### src/rtl/vga_sync_tracker.sv
// Purpose: recover sync-relative pixel/line position from hsync/vsync, measure line and frame lengths, and lock onto nominal timing.
// Latency: every output is registered and updates on the clk edge whose pix_en sample detects the event.
// Backpressure: none; the block follows the incoming video, and pix_en low freezes all state except single-clk pulses.
//
// Ports:
//   clk, reset      clock and synchronous active-high reset
//   pix_en          pixel tick qualifier; sampling and counting happen only when high
//   hsync, vsync    incoming syncs, asserted level set by SYNC_POL
//   x_pos, y_pos    ticks since the last hsync edge, and hsync edges since the last vsync edge
//   h_period        last measured line length in ticks
//   v_lines         last measured frame length in lines
//   locked          timing has matched H_TOTAL/V_TOTAL for LOCK_FRAMES consecutive frames
//   frame_start     1-clk pulse on each vsync assertion edge
//   err             1-clk pulse when lock is lost (bad measurement or timeout)
module vga_sync_tracker #(
    parameter int   H_TOTAL     = 800,
    parameter int   V_TOTAL     = 525,
    parameter logic SYNC_POL    = 1'b0,
    parameter int   LOCK_FRAMES = 2
) (
    input  logic       clk,
    input  logic       reset,
    input  logic       pix_en,
    input  logic       hsync,
    input  logic       vsync,
    output logic [9:0] x_pos,
    output logic [9:0] y_pos,
    output logic [9:0] h_period,
    output logic [9:0] v_lines,
    output logic       locked,
    output logic       frame_start,
    output logic       err
);

    typedef enum logic [1:0] {
        SEARCH = 2'd0,
        VERIFY = 2'd1,
        LOCKED = 2'd2
    } state_t;

    localparam logic [9:0]  CNT_MAX = 10'd1023;
    localparam logic [10:0] H_NOM   = 11'(H_TOTAL);
    localparam logic [10:0] V_NOM   = 11'(V_TOTAL);
    localparam logic [3:0]  LOCK_N  = 4'(LOCK_FRAMES);

    state_t      state;
    logic [3:0]  good;
    logic        hs_q;
    logic        vs_q;
    logic        line_bad;

    logic        hs_edge;
    logic        vs_edge;
    logic [10:0] h_meas;
    logic [10:0] v_meas;
    logic        h_bad;
    logic        v_good;
    logic        frame_ok;
    logic [9:0]  x_nxt;
    logic [9:0]  y_nxt;
    logic [9:0]  y_inc;
    logic [3:0]  good_inc;
    logic        tmo;

    always_comb begin
        hs_edge  = pix_en && (hsync == SYNC_POL) && (hs_q != SYNC_POL);
        vs_edge  = pix_en && (vsync == SYNC_POL) && (vs_q != SYNC_POL);
        // Measurements are one bit wider so a saturated counter (1023+1) can never alias a nominal value.
        h_meas   = {1'b0, x_pos} + 11'd1;
        h_bad    = hs_edge && (h_meas != H_NOM);
        // A line closed on the same tick as the vsync edge belongs to the frame being closed.
        v_meas   = hs_edge ? ({1'b0, y_pos} + 11'd1) : {1'b0, y_pos};
        v_good   = (v_meas == V_NOM);
        frame_ok = !line_bad && !h_bad && v_good;
        x_nxt    = hs_edge ? 10'd0 : ((x_pos == CNT_MAX) ? CNT_MAX : x_pos + 10'd1);
        y_inc    = (y_pos == CNT_MAX) ? CNT_MAX : y_pos + 10'd1;
        y_nxt    = vs_edge ? 10'd0 : (hs_edge ? y_inc : y_pos);
        good_inc = good + 4'd1;
        // Only the transition into saturation counts, so a stuck counter fires once rather than
        // pinning the FSM in SEARCH forever.
        tmo      = ((x_nxt == CNT_MAX) && (x_pos != CNT_MAX)) ||
                   ((y_nxt == CNT_MAX) && (y_pos != CNT_MAX));
    end

    always_ff @(posedge clk) begin
        if (reset) begin
            x_pos       <= '0;
            y_pos       <= '0;
            h_period    <= '0;
            v_lines     <= '0;
            locked      <= 1'b0;
            frame_start <= 1'b0;
            err         <= 1'b0;
            state       <= SEARCH;
            good        <= '0;
            line_bad    <= 1'b0;
            // Deasserted history means a sync already asserted at reset release is seen as a fresh edge,
            // and a deasserted one produces nothing.
            hs_q        <= ~SYNC_POL;
            vs_q        <= ~SYNC_POL;
        end else begin
            frame_start <= 1'b0;
            err         <= 1'b0;
            if (pix_en) begin
                hs_q     <= hsync;
                vs_q     <= vsync;
                x_pos    <= x_nxt;
                y_pos    <= y_nxt;
                line_bad <= vs_edge ? 1'b0 : (line_bad | h_bad);
                if (hs_edge) begin
                    h_period <= h_meas[9:0];
                end
                if (vs_edge) begin
                    v_lines     <= v_meas[9:0];
                    frame_start <= 1'b1;
                end

                if (tmo) begin
                    if (state == LOCKED) begin
                        err <= 1'b1;
                    end
                    state  <= SEARCH;
                    good   <= '0;
                    locked <= 1'b0;
                end else begin
                    case (state)
                        SEARCH: begin
                            // The frame in progress here started at an unknown point and is never scored.
                            if (vs_edge) begin
                                state <= VERIFY;
                                good  <= '0;
                            end
                        end
                        VERIFY: begin
                            if (vs_edge) begin
                                if (frame_ok) begin
                                    good <= good_inc;
                                    if (good_inc == LOCK_N) begin
                                        state  <= LOCKED;
                                        locked <= 1'b1;
                                    end
                                end else begin
                                    good <= '0;
                                end
                            end
                        end
                        LOCKED: begin
                            if (h_bad || (vs_edge && !v_good)) begin
                                err    <= 1'b1;
                                locked <= 1'b0;
                                state  <= SEARCH;
                                good   <= '0;
                            end
                        end
                        default: begin
                            state  <= SEARCH;
                            locked <= 1'b0;
                            good   <= '0;
                        end
                    endcase
                end
            end
        end
    end

endmodule
### config.mk
export PLATFORM = sky130hd
export DESIGN_NAME = vga_sync_tracker
export DESIGN_NICKNAME = d
export VERILOG_FILES = /design/src/rtl/vga_sync_tracker.sv
export SDC_FILE = /design/constraint.sdc
export NUM_CORES = 1
export LEC_CHECK = 0
export ABC_AREA = 0
export BUFFER_PORTS_ARGS = -buffer_cell sky130_fd_sc_hd__clkbuf_2
export CAP_MARGIN = 5
export CORE_MARGIN = 10
export CORE_UTILIZATION = 61
export CTS_CLUSTER_DIAMETER = 120
export CTS_CLUSTER_SIZE = 8
export DETAILED_ROUTE_END_ITERATION = 8
export GPL_TIMING_DRIVEN = 0
export PLACE_DENSITY = 0.81
export RECOVER_POWER = 25
export REMOVE_ABC_BUFFERS = 1
export SYNTH_ARGS = -nofsm -noshare
export SYNTH_HDL_FRONTEND = slang
export SYNTH_SLANG_ARGS = --single-unit
### constraint.sdc
create_clock -name clk -period 6.15 [get_ports clk]
set_input_delay 0.3075 -clock clk [delete_from_list [all_inputs] [get_ports clk]]
set_output_delay 0.3075 -clock clk [all_outputs]
set_load 0.05 [all_outputs]
==> impl_metrics.env, run 1 <==
export IMPL_p_int_uw=473
export IMPL_overflow=0
export IMPL_cts_tree="yes"
export IMPL_hold_violations=0
export IMPL_fin_setup_tns_ns=0
export IMPL_power_switching_uw=197
export IMPL_syn_area_um2=2940
export IMPL_hold_depth=3
export IMPL_place_area_um2=3090
export IMPL_status="finished, violations left"
export IMPL_first_pass_iters=4
export IMPL_syn_avg_cell_area_um2=8.47
export IMPL_holdWs_ns=0.258
export IMPL_rr_worst_depth=8
export IMPL_synthArstFlopShare_pct=0
export IMPL_setup_viol_count_final=0
export IMPL_tightest_slew_ns=1.80
export IMPL_cts_sinks=52
export IMPL_cts_resized=0
export IMPL_min_period_over_period_pct=54.8
export IMPL_crit_type="in2reg"
export IMPL_viasPerCell=6.21
export IMPL_dpl_worst_slack_ns=2.49
export IMPL_numPortBuffers=47
export IMPL_htree_levels=2
export IMPL_p_per_area_nw_per_um2=212
export IMPL_regToRegSetupSlack_ns=2.93
export IMPL_wl_per_cell_um=16.4
export IMPL_fin_crit_ns=3.37
export IMPL_multiInputGateArea_um2=1720
export IMPL_relSlewSlack_pct=-20.3
export IMPL_cts_root_buf="clkbuf_8"
export IMPL_place_gp_congestion=0.896
export IMPL_swShare_pct=29.4
export IMPL_clk_pin_slew_ns=0.09
export IMPL_synth_flop_cell="dfxtp_1"
export IMPL_leakage_uw=0.00106
export IMPL_ys_ff_latch=52
export IMPL_finalInstanceArea_um2=3160
export IMPL_area_growth_pct=7.54
export IMPL_first_global_vias=2435
export IMPL_critPathLaunchType="input pin"
export IMPL_clockPowerShare_pct=31.2
export IMPL_initial_core_util_pct=62.6
export IMPL_cp_required_ns=6.36
export IMPL_cp_end_kind="register"
export IMPL_cts_max_path_buffers=2
export IMPL_synth_sequential_area_ratio_pct=35.4
export IMPL_synth_enable_flop_cells=0
export IMPL_cts_buffers=5
export IMPL_final_max_slew_viol_count=39
export IMPL_grt_usage_pct=17.5
export IMPL_synth_warning_count=0
export IMPL_grt_pass1_wl_um=11300
export IMPL_violations="max-capacitance violations, max-slew violations"
export IMPL_final_nets=381
export IMPL_ant_nets=0
export IMPL_ys_types=67
export IMPL_reg2reg_to="good[1]"
export IMPL_std_cell_rows=25
export IMPL_fin_skew_ns=0.00980
export IMPL_wl_um=6970
export IMPL_cp_max_fo=35
export IMPL_hpwl_um=4930
export IMPL_drive_above_1_share_pct=13.4
export IMPL_drtIter0Drc=138
export IMPL_min_path_type="in2reg"
export IMPL_n_fill_cell=412
export IMPL_max_vdd_ir_drop_mv=0.128
export IMPL_synth_cells=347
export IMPL_fp_coreArea_um2=4690
export IMPL_grt_max_degree=39
export IMPL_via_count=2646
export IMPL_setup_ws_ns=2.78
export IMPL_ctsHoldBuffers=0
export IMPL_grt_setup_unrepaired="false"
export IMPL_drc=0
export IMPL_die_y_um=89.4
export IMPL_die_w_um=89.4
export IMPL_pwr_share_comb_pct=15.0
export IMPL_regArea_um2=1040
export IMPL_seq_power_share_pct=53.8
export IMPL_whs_endpoint="vs_q"
export IMPL_antenna_found_initial=0
export IMPL_clkLatencyLatePin_ns=0.31
export IMPL_pin_count=48
export IMPL_fmaxAchievable_mhz=297
export IMPL_antenna_cells=0
export IMPL_reg2reg_from="hs_q"
export IMPL_min_from="vsync"
export IMPL_arrival_ns=3.58
export IMPL_maxCapViolCount=1
export IMPL_fp_dieArea_um2=7990
export IMPL_post_cts_setup_buffers=0
[state kept, by name (all words and copies together), names as in the netlist, 2 cells and up]
register / count
y_pos: 10
h_period: 10
x_pos: 10
v_lines: 10
good: 4
state: 2
[layout make-up]
cell class	instances	share of cell area, %
Clock buffer	7	3.05
Inverter	8	0.950
Multi-Input combinational cell	258	54.4
Sequential cell	52	32.9
Tap cell	54	2.14
Timing Repair Buffer	47	6.57
[metrics by stage]
stage	utilization, %	power (uW)	instances
4_1_cts	67.9	675	426
2_1_floorplan	-	440	318
6_report	67.4	670	426
3_5_place_dp	65.9	471	419
3_3_place_gp	65.9	469	419
5_1_grt	67.4	695	426
[power groups by stage]
stage	Clock (uW)	Sequential, uW	Combinational (uW)
floorplan	0	403	37.5
global placement	0	367	101
detailed placement	0	368	103
CTS	211	360	103
global route	224	363	108
finish	209	360	101
[layout by cell type, fill, tap and decap left out, types with 3 or more instances in the layout]
cell type / Yosys / routed
xor2_1: 5 / 5
nand4b_1: 4 / 4
o31ai_1: 6 / 6
and2_1: 3 / 3
nand4_1: 8 / 8
o21ai_0: 11 / 11
a211oi_1: 21 / 21
clkbuf_8: 0 / 7
nor3_1: 12 / 12
xnor2_1: 13 / 13
nand2_1: 22 / 22
dfxtp_1: 52 / 52
clkbuf_1: 14 / 22
inv_1: 8 / 8
mux2i_1: 5 / 5
and3_1: 3 / 3
nand2b_1: 4 / 4
clkbuf_2: 0 / 25
nand3_1: 14 / 14
a31o_1: 4 / 4
ha_1: 4 / 4
nor2_1: 44 / 44
a31oi_1: 4 / 4
a21oi_1: 17 / 17
o21a_1: 3 / 3
[cells in the mapped netlist, types with 3 or more instances]
cell / number / area share, %
ha_1: 4 / 1.7
o21ai_0: 11 / 1.9
nand2_1: 22 / 2.8
nand4b_1: 4 / 1.2
a31o_1: 4 / 1.2
xnor2_1: 13 / 3.9
buf_2: 6 / 1.0
inv_1: 8 / 1.0
mux2i_1: 5 / 1.7
nand3_1: 14 / 2.4
nand2b_1: 4 / 0.85
a211oi_1: 21 / 5.4
nand4_1: 8 / 1.7
o21a_1: 3 / 0.77
buf_1: 4 / 0.51
and3_1: 3 / 0.64
nor2_1: 44 / 5.6
a31oi_1: 4 / 0.85
xor2_1: 5 / 1.5
clkbuf_1: 14 / 1.8
nor3_1: 12 / 2.0
o31ai_1: 6 / 1.5
a21oi_1: 17 / 2.9
and2_1: 3 / 0.64
dfxtp_1: 52 / 35
[how the worst max path moves through the flow]
stage                     startpoint      end  cells after the start
after floorplan             y_pos[0]  good[3]                      9
after global placement        pix_en  good[1]                      9
after detailed placement      pix_en  good[1]                      9
after CTS                     pix_en  good[1]                      9
after global routing          pix_en  good[2]                      9
final                         pix_en  good[1]                      9
[critical path, stage by stage]
cell and delay, ns:
clkbuf_2 0.55, and3b_1 0.98, nand4_1 0.26, o21ba_2 0.30, a2111oi_4 0.40, nand3_2 0.20, nor4_4 0.37, nand3b_1 0.12
o31ai_1 0.08
[cell families (layout without fill, tap and decap cells)]
kind of cell / count (synthesis) / count (layout) / share of synthesized area, %
flip-flops: 52 / 52 / 35.4
XOR/XNOR: 18 / 18 / 5.36
adder cells (fa/ha/maj): 4 / 4 / 1.70
multiplexers: 5 / 5 / 1.70
AO/OA/AOI/OAI: 93 / 93 / 23.3
buffers and inverters: 37 / 62 / 6.13
AND/OR/NAND/NOR: 138 / 138 / 26.4
[routing by layer]
layer / part of all wire [%] / vias to the layer above / track usage, %
met1: 43 / 1229 / 21.2
met2: 47 / 90 / 29.6
met3: 7.9 / 10 / 3.74
met5: 0 / - / 0
met4: 1.5 / 0 / 6.65
li1: - / 1317 / -
Power figures use the tool's default switching activity.
==> inputs of run 2 (changes only) <==
Settings changed: CORE_UTILIZATION 61 to 51, PLACE_DENSITY 0.81 to 0.72.
Clock period 6.15 ns to 3.1 ns, I/O delays scaled along.
==> run 2 against run 1 <==
Compared with the run above: clock skew fell by 0.0052 ns; first-iteration DRC count rose by 8.7%; the flow now finishes without violations; die area is 15% higher; clock-buffer cell count grew 1.
==> impl_metrics.env, run 2 (same netlist as run 1, synthesis figures left out) <==
export IMPL_clk_pin_slew_ns=0.09
export IMPL_cts_root_buf="clkbuf_8"
export IMPL_min_period_over_period_pct=92.9
export IMPL_tightest_slew_ns=0.870
export IMPL_total_power_uw=1310
export IMPL_fin_crit_ns=2.88
export IMPL_die_w_um=95.9
export IMPL_cp_slowest_cell="or4_2"
export IMPL_cts_buffers=5
export IMPL_pin_count=48
export IMPL_final_common_cell="dfxtp_1"
export IMPL_final_max_slew_viol_count=0
export IMPL_ant_nets=0
export IMPL_initial_core_util_pct=53.0
export IMPL_dpl_cell_count=437
export IMPL_drive_above_1_share_pct=14.5
export IMPL_crit_type="reg2reg"
export IMPL_grt_setup_unrepaired="false"
export IMPL_wl_um=6880
export IMPL_cts_tree="yes"
export IMPL_dpl_worst_slack_ns=-0.408
export IMPL_fin_skew_ns=0.00461
export IMPL_place_area_um2=3110
export IMPL_setup_viol_count_final=0
export IMPL_cp_required_ns=3.31
export IMPL_relSlewSlack_pct=42.0
export IMPL_n_fill_cell=544
export IMPL_mostFrequentLayoutCells="dfxtp_1, nor2_1, clkbuf_2"
export IMPL_leakage_uw=0.00107
export IMPL_fp_coreArea_um2=5540
export IMPL_fmaxAchievable_mhz=347
export IMPL_arrival_ns=3.09
export IMPL_grt_pass1_wl_um=11900
export IMPL_viasPerCell=5.86
export IMPL_setup_ws_ns=0.219
export IMPL_min_path_type="in2reg"
export IMPL_cts_max_path_buffers=2
export IMPL_final_nets=381
export IMPL_via_count=2608
export IMPL_numPortBuffers=47
export IMPL_cp_end_kind="register"
export IMPL_drtIter0Drc=150
export IMPL_drc=0
export IMPL_area_growth_pct=8.47
export IMPL_hold_violations=0
export IMPL_grt_usage_pct=15.8
export IMPL_grt_max_degree=39
export IMPL_path_cells="ha_1 -> nand4_1 -> or4_2 -> o211ai_1 -> a2111oi_4 -> o2111ai_1 -> a22oi_2 -> and3_1 -> a31o_1"
export IMPL_std_cell_rows=27
export IMPL_finalInstanceArea_um2=3190
export IMPL_antenna_found_initial=0
export IMPL_die_y_um=95.9
export IMPL_clkLatencyLatePin_ns=0.30
export IMPL_status="complete, no violations"
export IMPL_place_gp_congestion=0.921
export IMPL_cts_sinks=52
export IMPL_overflow=0
export IMPL_slowest_delay_ns=0.67
export IMPL_maxCapViolCount=0
export IMPL_fin_cells=445
export IMPL_utilization_pct=57.5
export IMPL_wl_per_cell_um=15.5
export IMPL_fp_dieArea_um2=9200
export IMPL_max_vdd_ir_drop_mv=0.195
export IMPL_critPathLaunchType="register"
export IMPL_htree_levels=2
export IMPL_first_pass_iters=4
export IMPL_hpwl_um=4970
export IMPL_first_global_vias=2390
export IMPL_antenna_cells=0
export IMPL_cp_max_fo=7
export IMPL_p_per_area_nw_per_um2=411
run 2: cell types whose count changed in the layout (fill, tap and decap cells not counted):
cell / delta
and3b_2: +1
buf_2: +1
nor3_1: -1
clkbuf_2: +1
a2111oi_1: +1
dfxtp_1: -1
a2111oi_0: -1
clkbuf_8: -1
dfxtp_2: +1
and3b_1: -1
nor3_2: +1
run 2: path summary, 6_finish.rpt:
check	startpoint	end	slack (ns)	depth (start not counted)
setup / recovery	y_pos[1]	good[3]	0.22	9
hold / removal	vsync	vs_q	0.09	3
setup reg to reg	y_pos[1]	good[3]	0.22	9
hold reg to reg	h_period[1]	h_period[1]	0.47	2
run 2: per-layer routing:
metal | share of wire (%) | up-vias | GRT usage [%]
met5 | 0 | - | 0
met4 | 1.1 | 0 | 4.42
met3 | 8.1 | 6 | 3.89
met2 | 45 | 79 | 24.2
met1 | 46 | 1198 | 21.4
li1 | - | 1325 | -
run 2: timing repair:
item                       in CTS  in global routing
setup endpoints to repair       5                  7
resized for setup               1                  4
setup buffers                   0                  0
hold buffers                    0                  0
run 2: layout make-up:
class,count,area [um^2],share of cell area (%)
Multi-Input combinational cell,258,1730,54.1
Sequential cell,52,1040,32.7
Timing Repair Buffer,47,210,6.59
Clock buffer,8,90.1,2.83
Tap cell,72,90.1,2.83
Inverter,8,30.0,0.942
run 2: per-stage QoR:
step	setup TNS [ns]	hold slack (ns)
after floorplan	0	0.220
after global placement	-2.27	0.409
after detailed placement	-2.46	0.400
after CTS	0	0.0779
after global routing	0	0.0890
final	0	0.0862
run 2: critical path, delay by kind of cell, from the launching register on:
kind	cells	cell delay (ns)
compound gates	5	0.83
flops	1	0.50
fa+ha+maj	1	0.35
simple gates	3	1.09
run 2: report_power, final:
group / switching (uW) / total, uW / internal (uW)
combinational: 152 / 199 / 47.4
clock: 214 / 397 / 183
sequential: 22.1 / 714 / 692
